===== config.mk =====
export PLATFORM = sky130hd
export DESIGN_NAME = instruction_decode_stage_flat
export DESIGN_NICKNAME = d
export VERILOG_FILES = /design/src/rtl/instruction_decode_stage_pkg.sv /design/src/rtl/instruction_decode_stage_if.sv /design/src/rtl/instruction_decode_stage_imm_gen.sv /design/src/rtl/instruction_decode_stage.sv /design/src/flat_wrapper.sv
export SDC_FILE = /design/constraint.sdc
export NUM_CORES = 1
export LEC_CHECK = 0
export BUFFER_PORTS_ARGS = -buffer_cell sky130_fd_sc_hd__clkbuf_2
export CORE_UTILIZATION = 45
export CTS_CLUSTER_DIAMETER = 200
export DETAILED_ROUTE_END_ITERATION = 8
export PLACE_DENSITY = 0.7
export SETUP_SLACK_MARGIN = 0.2
export SLEW_MARGIN = 10
export SYNTH_ARGS = -nofsm -noshare
export SYNTH_HDL_FRONTEND = slang
export SYNTH_SLANG_ARGS = --single-unit

===== constraint.sdc =====
create_clock -name clk -period 8.9 [get_ports clk]
set_input_delay 1.335 -clock clk [delete_from_list [all_inputs] [get_ports clk]]
set_output_delay 1.335 -clock clk [all_outputs]
set_load 0.01 [all_outputs]

===== src/rtl/instruction_decode_stage_pkg.sv =====
// rtl/instruction_decode_stage_pkg.sv - shared decode constants, enums and buffer entry type
package instruction_decode_stage_pkg;

    localparam int XLEN = 64;
    localparam int ILEN = 32;

    localparam logic [6:0] OPC_LUI       = 7'b0110111;
    localparam logic [6:0] OPC_AUIPC     = 7'b0010111;
    localparam logic [6:0] OPC_JAL       = 7'b1101111;
    localparam logic [6:0] OPC_JALR      = 7'b1100111;
    localparam logic [6:0] OPC_BRANCH    = 7'b1100011;
    localparam logic [6:0] OPC_LOAD      = 7'b0000011;
    localparam logic [6:0] OPC_STORE     = 7'b0100011;
    localparam logic [6:0] OPC_OP_IMM    = 7'b0010011;
    localparam logic [6:0] OPC_OP        = 7'b0110011;
    localparam logic [6:0] OPC_OP_IMM_32 = 7'b0011011;
    localparam logic [6:0] OPC_OP_32     = 7'b0111011;
    localparam logic [6:0] OPC_MISC_MEM  = 7'b0001111;
    localparam logic [6:0] OPC_SYSTEM    = 7'b1110011;

    typedef enum logic [3:0] {
        OC_LUI, OC_AUIPC, OC_JAL, OC_JALR, OC_BRANCH, OC_LOAD, OC_STORE,
        OC_OP_IMM, OC_OP, OC_OP_IMM_32, OC_OP_32, OC_MISC_MEM, OC_SYSTEM,
        OC_ILLEGAL
    } opclass_e;

    typedef enum logic [2:0] {FMT_R, FMT_I, FMT_S, FMT_B, FMT_U, FMT_J} imm_fmt_e;

    typedef enum logic [1:0] {BUF_EMPTY, BUF_ONE, BUF_TWO} buf_state_e;

    typedef struct packed {
        logic [XLEN-1:0] pc;
        logic [ILEN-1:0] instr;
        opclass_e        opclass;
        logic [XLEN-1:0] imm;
        logic            illegal;
    } entry_t;

endpackage


===== src/rtl/instruction_decode_stage_if.sv =====
// rtl/instruction_decode_stage_if.sv - fetch-to-decode beat channel plus redirect return path
interface instruction_decode_stage_if;
    import instruction_decode_stage_pkg::*;

    logic            valid;
    logic [XLEN-1:0] pc;
    logic [ILEN-1:0] instr;
    logic            ready;
    logic            redirect;
    logic [XLEN-1:0] redirect_pc;

    modport master (output valid, pc, instr, input ready, redirect, redirect_pc);
    modport slave  (input valid, pc, instr, output ready, redirect, redirect_pc);

endinterface


===== src/rtl/instruction_decode_stage_imm_gen.sv =====
// rtl/instruction_decode_stage_imm_gen.sv - combinational RV64I opcode classifier and immediate generator
module instruction_decode_stage_imm_gen
    import instruction_decode_stage_pkg::*;
(
    input  logic [ILEN-1:0] i_instr,
    output logic [XLEN-1:0] o_imm,
    output opclass_e        o_opclass,
    output logic            o_illegal
);

    imm_fmt_e w_fmt;

    // classify the opcode; anything not ending in 2'b11 or not in the base set is illegal
    always_comb begin
        o_opclass = OC_ILLEGAL;
        o_illegal = 1'b1;
        w_fmt     = FMT_R;
        if (i_instr[1:0] == 2'b11) begin
            o_illegal = 1'b0;
            case (i_instr[6:0])
                OPC_LUI:       begin o_opclass = OC_LUI;       w_fmt = FMT_U; end
                OPC_AUIPC:     begin o_opclass = OC_AUIPC;     w_fmt = FMT_U; end
                OPC_JAL:       begin o_opclass = OC_JAL;       w_fmt = FMT_J; end
                OPC_JALR:      begin o_opclass = OC_JALR;      w_fmt = FMT_I; end
                OPC_BRANCH:    begin o_opclass = OC_BRANCH;    w_fmt = FMT_B; end
                OPC_LOAD:      begin o_opclass = OC_LOAD;      w_fmt = FMT_I; end
                OPC_STORE:     begin o_opclass = OC_STORE;     w_fmt = FMT_S; end
                OPC_OP_IMM:    begin o_opclass = OC_OP_IMM;    w_fmt = FMT_I; end
                OPC_OP:        begin o_opclass = OC_OP;        w_fmt = FMT_R; end
                OPC_OP_IMM_32: begin o_opclass = OC_OP_IMM_32; w_fmt = FMT_I; end
                OPC_OP_32:     begin o_opclass = OC_OP_32;     w_fmt = FMT_R; end
                OPC_MISC_MEM:  begin o_opclass = OC_MISC_MEM;  w_fmt = FMT_I; end
                OPC_SYSTEM:    begin o_opclass = OC_SYSTEM;    w_fmt = FMT_I; end
                default: begin
                    o_opclass = OC_ILLEGAL;
                    o_illegal = 1'b1;
                end
            endcase
        end
    end

    // assemble the sign-extended immediate for the selected format (R-type and illegal give 0)
    always_comb begin
        o_imm = '0;
        case (w_fmt)
            FMT_I: o_imm = {{52{i_instr[31]}}, i_instr[31:20]};
            FMT_S: o_imm = {{52{i_instr[31]}}, i_instr[31:25], i_instr[11:7]};
            FMT_B: o_imm = {{51{i_instr[31]}}, i_instr[31], i_instr[7], i_instr[30:25],
                            i_instr[11:8], 1'b0};
            FMT_U: o_imm = {{32{i_instr[31]}}, i_instr[31:12], 12'b0};
            FMT_J: o_imm = {{43{i_instr[31]}}, i_instr[31], i_instr[19:12], i_instr[20],
                            i_instr[30:21], 1'b0};
            default: o_imm = '0;
        endcase
    end

endmodule


===== src/rtl/instruction_decode_stage.sv =====
// rtl/instruction_decode_stage.sv - decode stage with 2-entry skid buffer and JAL redirect
module instruction_decode_stage
    import instruction_decode_stage_pkg::*;
(
    input  logic                       clk,
    input  logic                       rst,
    instruction_decode_stage_if.slave  fetch,
    input  logic                       i_flush,
    output logic                       o_id_valid,
    input  logic                       i_id_ready,
    output logic [XLEN-1:0]            o_id_pc,
    output logic [ILEN-1:0]            o_id_instr,
    output logic [3:0]                 o_id_opclass,
    output logic [4:0]                 o_id_rd,
    output logic [4:0]                 o_id_rs1,
    output logic [4:0]                 o_id_rs2,
    output logic [2:0]                 o_id_funct3,
    output logic [6:0]                 o_id_funct7,
    output logic [XLEN-1:0]            o_id_imm,
    output logic                       o_id_illegal
);

    buf_state_e      r_state, w_state_nxt;
    entry_t          r_ent0, r_ent1;
    logic            r_ready, r_drop, r_redirect;
    logic [XLEN-1:0] r_redirect_pc;

    logic [XLEN-1:0] w_imm;
    opclass_e        w_opclass;
    logic            w_illegal;
    entry_t          w_new;
    logic            w_accept, w_keep, w_transfer, w_jal;

    instruction_decode_stage_imm_gen u_imm_gen (
        .i_instr   (fetch.instr),
        .o_imm     (w_imm),
        .o_opclass (w_opclass),
        .o_illegal (w_illegal)
    );

    assign w_new      = '{pc: fetch.pc, instr: fetch.instr, opclass: w_opclass,
                          imm: w_imm, illegal: w_illegal};
    // flush kills both the offered beat and the head transfer
    assign w_accept   = fetch.valid & r_ready & ~i_flush;
    // while a redirect is outstanding only the jump target is written; wrong-path beats are consumed and dropped
    assign w_keep     = w_accept & (~r_drop | (fetch.pc == r_redirect_pc));
    assign w_transfer = (r_state != BUF_EMPTY) & i_id_ready & ~i_flush;
    // a JAL that lands as the jump target is on the correct path, so it redirects too
    assign w_jal      = w_keep & (w_opclass == OC_JAL);

    // buffer occupancy next-state
    always_comb begin
        w_state_nxt = r_state;
        if (i_flush) begin
            w_state_nxt = BUF_EMPTY;
        end else begin
            case (r_state)
                BUF_EMPTY: if (w_keep) w_state_nxt = BUF_ONE;
                BUF_ONE: begin
                    if (w_keep && !w_transfer)      w_state_nxt = BUF_TWO;
                    else if (!w_keep && w_transfer) w_state_nxt = BUF_EMPTY;
                end
                BUF_TWO: if (w_transfer) w_state_nxt = BUF_ONE;
                default: w_state_nxt = BUF_EMPTY;
            endcase
        end
    end

    // state, entry storage, drop tracking and redirect pulse
    always_ff @(posedge clk) begin
        if (rst) begin
            r_state       <= BUF_EMPTY;
            r_ready       <= 1'b1;
            r_ent0        <= '0;
            r_ent1        <= '0;
            r_drop        <= 1'b0;
            r_redirect    <= 1'b0;
            r_redirect_pc <= '0;
        end else begin
            r_state <= w_state_nxt;
            r_ready <= (w_state_nxt != BUF_TWO);
            case (r_state)
                BUF_EMPTY: if (w_keep) r_ent0 <= w_new;
                BUF_ONE: begin
                    if (w_keep && w_transfer) r_ent0 <= w_new;
                    else if (w_keep)          r_ent1 <= w_new;
                end
                BUF_TWO: if (w_transfer) r_ent0 <= r_ent1;
                default: ;
            endcase
            r_redirect <= w_jal;
            if (w_jal) r_redirect_pc <= fetch.pc + w_imm;
            if (i_flush)     r_drop <= 1'b0;
            else if (w_jal)  r_drop <= 1'b1;
            else if (w_keep) r_drop <= 1'b0;
        end
    end

    assign fetch.ready       = r_ready;
    assign fetch.redirect    = r_redirect;
    assign fetch.redirect_pc = r_redirect_pc;

    assign o_id_valid   = (r_state != BUF_EMPTY);
    assign o_id_pc      = r_ent0.pc;
    assign o_id_instr   = r_ent0.instr;
    assign o_id_opclass = r_ent0.opclass;
    assign o_id_rd      = r_ent0.instr[11:7];
    assign o_id_rs1     = r_ent0.instr[19:15];
    assign o_id_rs2     = r_ent0.instr[24:20];
    assign o_id_funct3  = r_ent0.instr[14:12];
    assign o_id_funct7  = r_ent0.instr[31:25];
    assign o_id_imm     = r_ent0.imm;
    assign o_id_illegal = r_ent0.illegal;

endmodule

===== src/flat_wrapper.sv =====
// flat-port wrapper written by rule: the top's interface ports become plain ports
module instruction_decode_stage_flat import instruction_decode_stage_pkg::*;
  (clk, rst, i_flush, o_id_valid, i_id_ready, o_id_pc, o_id_instr, o_id_opclass, o_id_rd, o_id_rs1, o_id_rs2, o_id_funct3, o_id_funct7, o_id_imm, o_id_illegal, fetch_valid, fetch_pc, fetch_instr, fetch_ready, fetch_redirect, fetch_redirect_pc);
  instruction_decode_stage_if fetch_i ();
  input  logic clk;
  input  logic rst;
  input  logic i_flush;
  output logic o_id_valid;
  input  logic i_id_ready;
  output logic [XLEN-1:0] o_id_pc;
  output logic [ILEN-1:0] o_id_instr;
  output logic [3:0] o_id_opclass;
  output logic [4:0] o_id_rd;
  output logic [4:0] o_id_rs1;
  output logic [4:0] o_id_rs2;
  output logic [2:0] o_id_funct3;
  output logic [6:0] o_id_funct7;
  output logic [XLEN-1:0] o_id_imm;
  output logic o_id_illegal;
  input wire logic [$bits(fetch_i.valid)-1:0] fetch_valid;
  input wire logic [$bits(fetch_i.pc)-1:0] fetch_pc;
  input wire logic [$bits(fetch_i.instr)-1:0] fetch_instr;
  output wire logic [$bits(fetch_i.ready)-1:0] fetch_ready;
  output wire logic [$bits(fetch_i.redirect)-1:0] fetch_redirect;
  output wire logic [$bits(fetch_i.redirect_pc)-1:0] fetch_redirect_pc;
  assign fetch_i.valid = fetch_valid;
  assign fetch_i.pc = fetch_pc;
  assign fetch_i.instr = fetch_instr;
  assign fetch_ready = fetch_i.ready;
  assign fetch_redirect = fetch_i.redirect;
  assign fetch_redirect_pc = fetch_i.redirect_pc;
  instruction_decode_stage u_core (.clk(clk), .rst(rst), .fetch(fetch_i), .i_flush(i_flush), .o_id_valid(o_id_valid), .i_id_ready(i_id_ready), .o_id_pc(o_id_pc), .o_id_instr(o_id_instr), .o_id_opclass(o_id_opclass), .o_id_rd(o_id_rd), .o_id_rs1(o_id_rs1), .o_id_rs2(o_id_rs2), .o_id_funct3(o_id_funct3), .o_id_funct7(o_id_funct7), .o_id_imm(o_id_imm), .o_id_illegal(o_id_illegal));
endmodule

==> results of run 1 <==
==> layout make-up <==
class                           instances  area (µm²)
Inverter                               42       160.2
Tap cell                              525       656.9
Multi-Input combinational cell       1860       10380
Timing Repair Buffer                  374        1924
Fill cell                            3915       19010
Clock buffer                           56        1170
Sequential cell                       335        6706
Clock inverter                         10       82.58
==> placed cells by master (no fill, tap or decap), types with 34 or more instances in the layout <==
| master | synthesis | final |
|---|---|---|
| clkbuf_2 | 1 | 356 |
| dfxtp_1 | 335 | 335 |
| xnor2_1 | 114 | 114 |
| a211oi_1 | 45 | 45 |
| inv_1 | 41 | 41 |
| nand2_1 | 619 | 618 |
| o21ai_0 | 58 | 58 |
| nor3_1 | 37 | 36 |
| nand3_1 | 35 | 34 |
| nor2_1 | 236 | 234 |
| a311oi_1 | 105 | 105 |
| o211ai_1 | 36 | 36 |
| clkbuf_16 | 0 | 39 |
| a21oi_1 | 250 | 250 |
| nand4_1 | 39 | 39 |
==> flip-flops by register name (all words and copies together), names as in the netlist <==
name                      count
u_core.r_ent1               133
u_core.o_id_opclass           4
u_core.fetch.redirect         1
u_core.r_state                2
u_core.o_id_imm              32
u_core.fetch.ready            1
u_core.o_id_instr            32
u_core.r_drop                 1
u_core.o_id_illegal           1
u_core.fetch.redirect_pc     64
u_core.o_id_pc               64
==> cells by family (layout without fill, tap and decap cells) <==
kind of cell             after synthesis  count (layout)  synth area share, %
AND/OR/NAND/NOR                     1073            1073                24.54
AO/OA/AOI/OAI                        607             607                22.05
multiplexers                          24              24                1.358
XOR/XNOR                             123             123                5.844
adder cells (fa/ha/maj)               33              33                2.281
flip-flops                           335             335                36.38
buffers and inverters                299             482                7.541
==> power by group <==
| part | switching (mW) | internal, mW | leakage (nW) | total [mW] |
|---|---|---|---|---|
| clock | 0.640 | 0.937 | 0.629 | 1.58 |
| sequential | 0.0290 | 1.55 | 2.72 | 1.57 |
| combinational | 0.314 | 0.157 | 5.00 | 0.471 |
| total | 0.983 | 2.64 | 8.35 | 3.62 |
==> worst max path at each step <==
stage                        start                      endpoint  slack (ns)  cells after the start
floorplan           fetch_instr[2]  u_core.fetch.redirect_pc[53]        3.33                     21
global placement    fetch_instr[5]  u_core.fetch.redirect_pc[62]        2.35                     18
detailed placement  fetch_instr[5]  u_core.fetch.redirect_pc[62]        2.17                     18
CTS                 fetch_instr[5]  u_core.fetch.redirect_pc[62]        2.74                     18
global route        fetch_instr[5]  u_core.fetch.redirect_pc[56]        2.28                     18
finish              fetch_instr[5]  u_core.fetch.redirect_pc[56]        2.55                     18
==> routing by layer <==
layer | part of all wire [%] | vias up
met5 | 0 | -
met4 | 3.6 | 0
met3 | 8.0 | 121
met2 | 45 | 833
met1 | 44 | 8807
li1 | - | 8911
==> worst max-delay path, delay by kind of cell <==
kind | cells | cell delay (ns)
adder cells (fa/ha/maj) | 1 | 0.37
AO/OA/AOI/OAI | 11 | 3.50
buffers and inverters | 2 | 0.34
AND/OR/NAND/NOR | 4 | 1.28
==> stage by stage <==
step,instances,hold WS (ns)
floorplan,2494,0.4366
global placement,3136,0.4416
detailed placement,3136,0.4450
CTS,3202,0.4526
global route,3202,0.4645
finish,3202,0.4519
==> flow_summary.json, run 1 <==
{
  "cap_viol_max_count": 0,
  "power-per-cell-area_nw_per_um2": 171.8,
  "yosysUniqueCellTypes": 83,
  "drtPass1Iterations": 6,
  "crit_fanout": 15,
  "via_per_inst": 5.831,
  "use_met1_pct": 41.71,
  "pre_cts_ws_ns": 2.168,
  "start_kind": "input port",
  "rrSetupSlack_ns": 4.25,
  "peakVddDrop_mv": 0.1042,
  "vias": 18672,
  "async_flop_share_pct": 0,
  "seq_area_frac_synth_pct": 36.38,
  "root_buffer": "clkbuf_16",
  "start_util_pct": 45.97,
  "wl_mm": 66.13,
  "syn-num-nets": 2628,
  "period_share_pct": 71.34,
  "fp.dieW_um": 204.4,
  "met3_usage_pct": 6.314,
  "syn_area_per_cell_um2": 7.391,
  "routedWlPerCell_um": 20.65,
  "finalClockSkew_ns": 0.01216,
  "drive_gt1_share_pct": 17.56,
  "synth.cell_area_um2": 18430,
  "die_h_um": 204.4,
  "grt_use_met2_pct": 48.16,
  "synth-edff-count": 0,
  "synth_ff_type": "dfxtp_1",
  "finalSetupViolations": 0,
  "drtIter0Drc": 1815,
  "io_pins": 358,
  "syn2layout_area_growth_pct": 14.38,
  "synth_seq_cells": 335,
  "leakage_nw": 8.347,
  "yosys_warnings": 0,
  "nets": 2785,
  "drc_errors": 0,
  "grt.busiest_layer": "met2",
  "grt_setup_unrepaired": "no",
  "worstSetupPathType": "input port to flip-flop",
  "synthTopCellsByCount": "nand2_1 (619), dfxtp_1 (335), a21oi_1 (250)",
  "synth.largest_area_cell": "dfxtp_1",
  "core_um2": 40100,
  "rows": 73,
  "synth.most_common_cell": "nand2_1",
  "min_path_type": "flip-flop to flip-flop",
  "place_congestion": 0.9432,
  "cts.clk_slew.worst_paths_ns": 0.06,
  "cts_buffers": 38,
  "hold_viol_final": 0,
  "hpwl_mm": 48.18,
  "period_minus_slack_ns": 6.349,
  "overflow": 0,
  "post_cts_buffers": 0,
  "cts_resized": 0,
  "slew_viol_final": 0,
  "hp-start": "u_core.r_ent1[75]",
  "max_freq_ghz": 0.1575,
  "cts_tree": "yes",
  "diodes": 0,
  "p_total_mw": 3.622,
  "synthTopCellsByArea": "dfxtp_1 (36%), nand2_1 (13%), a21oi_1 (6.8%), xnor2_1 (5.4%), a311oi_1 (5.0%)",
  "grt_pass1_vias": 16901,
  "fp.dieArea_um2": 41780,
  "slowest_delay_ns": 0.66,
  "gr-usage-all-layers_pct": 30.88,
  "ant_nets": 0,
  "grt_antenna_before_repair": 0,
  "clk_latency_ns": 0.56,
  "worstReg2RegEnd": "u_core.o_id_imm[20]",
  "portBuffers": 357,
  "postLayoutCellArea_um2": 21080,
  "h-tree-depth": 2,
  "whs_path_depth": 2,
  "grt_pass1_wl_mm": 100.4,
  "crit_required_ns": 9.40,
  "grt_max_degree": 101,
  "cts_hold_buf": 0,
  "status": "finished, final reports clean",
  "worstMarginPinSlew_ns": 1.064,
  "worstRegToRegCells": 10,
  "cts_sinks": 335,
  "synth_top_area_share_pct": 36.38,
  "r2r-start": "u_core.fetch.redirect_pc[7]",
  "final_util_pct": 52.58,
  "setup-tns-final_ns": 0,
  "cts_buffer_depth": 3,
  "cp-end-kind": "flip-flop",
  "worstPathCellList": "clkbuf_2 -> and2_1 -> o21ai_0 -> o21ai_0 -> a21oi_1 -> nor2_1 -> a21oi_1 -> inv_1 -> ha_1 -> a21oi_1 -> o21ai_0 -> nor4_1 -> a21oi_1 -> a211oi_2 -> or2_1 -> o2111ai_1 -> a2111oi_0 -> a311o_1",
  "arrival_ns": 6.85,
  "cp_common_cell": "a21oi_1",
  "setup_ws_ns": 2.551,
  "cp_slowest_cell": "a21oi_1",
  "postPlaceCellArea_um2": 19830,
  "hold_end": "u_core.r_ent1[75]",
  "relSlewSlack_pct": 29.06,
  "syn_inst": 2494
}
Power figures use the tool's default switching activity.
==> run 2, diff against run 1 <==
==> constraint.sdc (replaced) <==
create_clock -name clk -period 6.5 [get_ports clk]
set_input_delay 0.975 -clock clk [delete_from_list [all_inputs] [get_ports clk]]
set_output_delay 0.975 -clock clk [all_outputs]
set_load 0.01 [all_outputs]
==> flow_summary.json, run 2 (synthesis results as in run 1) <==
{
  "status": "finished, final reports clean",
  "period_minus_slack_ns": 5.328,
  "met3_length_mm": 4.885,
  "grt_pass1_wl_mm": 99.38,
  "core_um2": 40100,
  "cts.clk_slew.worst_paths_ns": 0.06,
  "worstReg2RegEnd": "u_core.r_ent1[24]",
  "rows": 73,
  "cts_tree": "yes",
  "slowest_delay_ns": 0.56,
  "start_util_pct": 45.97,
  "crit_fanout": 17,
  "final_cell_mix": "nand2_1 (618), clkbuf_2 (356), dfxtp_1 (335), a21oi_1 (250), nor2_1 (234)",
  "path_delay_family": "simple AND/OR/NAND/NOR gates",
  "final_common_cell": "nand2_1",
  "ant_nets": 0,
  "diodes": 0,
  "multiInputGateArea_um2": 10380,
  "setup-tns-final_ns": 0,
  "hold_viol_final": 0,
  "cts_sinks": 335,
  "drc_errors": 0,
  "drtIter0Drc": 1582,
  "critPathLaunch": "fetch_instr[2]",
  "cts_buffers": 38,
  "cp_slowest_cell": "nor2_1",
  "min_path_type": "flip-flop to flip-flop",
  "nets": 2794,
  "h-tree-depth": 2,
  "power-per-cell-area_nw_per_um2": 235.3,
  "arrival_ns": 5.75,
  "cp_num_cells": 18,
  "grt_pass1_vias": 16792,
  "grt_setup_unrepaired": "no",
  "fp.dieArea_um2": 41780,
  "largest_register_ffs": 133,
  "gr-usage-all-layers_pct": 30.61,
  "start_kind": "input port",
  "cts_hold_buf": 0,
  "clk_latency_ns": 0.56,
  "worstMarginPinSlew_ns": 1.057,
  "drive_gt1_share_pct": 17.79,
  "p_total_mw": 4.981,
  "cts_resized": 0,
  "post_cts_buffers": 0,
  "period_share_pct": 81.97,
  "drtPass1Iterations": 8,
  "worstSetupPathType": "input port to flip-flop",
  "portBuffers": 357,
  "worstRegToRegCells": 10,
  "wl_met2_mm": 30.04,
  "place_congestion": 0.9415,
  "routedWlPerCell_um": 20.32,
  "ff_latch_area_um2": 6706,
  "hpwl_mm": 48.03,
  "overflow": 0,
  "grt_max_degree": 158,
  "fp.dieW_um": 204.4,
  "cts_buffer_depth": 3,
  "m1WireLength_mm": 27.73,
  "leakage_nw": 8.395,
  "max_freq_ghz": 0.1877,
  "crit_required_ns": 6.92,
  "via_per_inst": 5.779,
  "slew_viol_final": 0,
  "routed.top_layer": "met5",
  "cp-end-kind": "flip-flop",
  "finalSetupViolations": 0,
  "syn2layout_area_growth_pct": 14.87,
  "die_h_um": 204.4,
  "top_register": "u_core.r_ent1",
  "r2r-start": "u_core.fetch.redirect_pc[52]",
  "grt_antenna_before_repair": 1,
  "rrSetupSlack_ns": 2.80,
  "worstSetupEndpoint": "u_core.fetch.redirect_pc[53]",
  "peakVddDrop_mv": 0.1604,
  "worstPathCellList": "clkbuf_2 -> nor2_1 -> and3_1 -> a21oi_1 -> buf_4 -> nor2_1 -> a21oi_1 -> inv_1 -> ha_1 -> nand4_1 -> or2_2 -> a2111oi_1 -> buf_4 -> o211ai_1 -> a22oi_2 -> mux2_2 -> a22oi_1 -> o31ai_1",
  "wl_mm": 65.28,
  "root_buffer": "clkbuf_16",
  "vias": 18563,
  "relSlewSlack_pct": 29.39,
  "io_pins": 358,
  "cap_viol_max_count": 0,
  "fillers": 3955,
  "critPathBufInv": 4,
  "finalClockSkew_ns": 0.02049
}
-- run 2: cell types whose count changed in the layout (fill, tap and decap cells not counted), sizes merged --
cell	previous run	this run
buf	18	27
bufinv	1	2
clkbuf	412	408
clkinv	8	9
clkinvlp	0	2
inv	43	44
-- run 2: worst reg2reg max path: cells and delay by family (launching register included) --
kind / cells / cell delay [ns]
buffers and inverters: 1 / 0.45
DFF: 1 / 0.39
xor gates and xnor gates: 1 / 0.34
and+or+nand+nor: 7 / 2.17
AOI/OAI and AO/OA: 1 / 0.23
-- run 2: area by class of cell --
| cell class | count | area share [%] |
|---|---|---|
| Multi-Input combinational cell | 1860 | 49.01 |
| Sequential cell | 335 | 31.67 |
| Timing Repair Buffer | 383 | 9.525 |
| Clock buffer | 52 | 5.265 |
| Tap cell | 525 | 3.102 |
| Inverter | 42 | 0.7564 |
| Clock inverter | 15 | 0.6677 |
-- run 2: how the worst min path moves through the flow --
stage	start	endpoint	slack, ns	cells after the start
floorplan	u_core.r_ent1[100]	u_core.r_ent1[100]	0.44	2
finish	u_core.r_ent1[93]	u_core.r_ent1[93]	0.45	2
CTS	u_core.r_ent1[91]	u_core.r_ent1[91]	0.45	2
global placement	u_core.r_ent1[164]	u_core.r_ent1[164]	0.44	2
detailed placement	u_core.r_ent1[164]	u_core.r_ent1[164]	0.45	2
global route	u_core.o_id_imm[4]	u_core.o_id_imm[4]	0.47	2
-- run 2: stage by stage --
step / instances / utilization (%) / instance area (µm²) / hold WS, ns / worst slack (ns)
detailed placement: 3145 / 49.67 / 19920 / 0.4465 / 0.7164
global placement: 3145 / 49.67 / 19920 / 0.4412 / 0.7423
global route: 3212 / 52.81 / 21170 / 0.4670 / 0.7368
floorplan: 2494 / - / 18430 / 0.4366 / 1.291
CTS: 3212 / 52.81 / 21170 / 0.4546 / 1.290
finish: 3212 / 52.81 / 21170 / 0.4527 / 1.172
-- run 2: where the power goes --
group / leakage (nW) / switching (mW) / internal [mW]
logic: 5.05 / 0.423 / 0.217
registers: 2.72 / 0.0397 / 2.12
clock network: 0.623 / 0.902 / 1.28
-- run 2: metal layers --
layer	track usage, %	up-vias
met5	0	-
met4	12.98	2
met1	40.19	8689
met2	48.96	781
li1	-	8948
met3	5.676	143
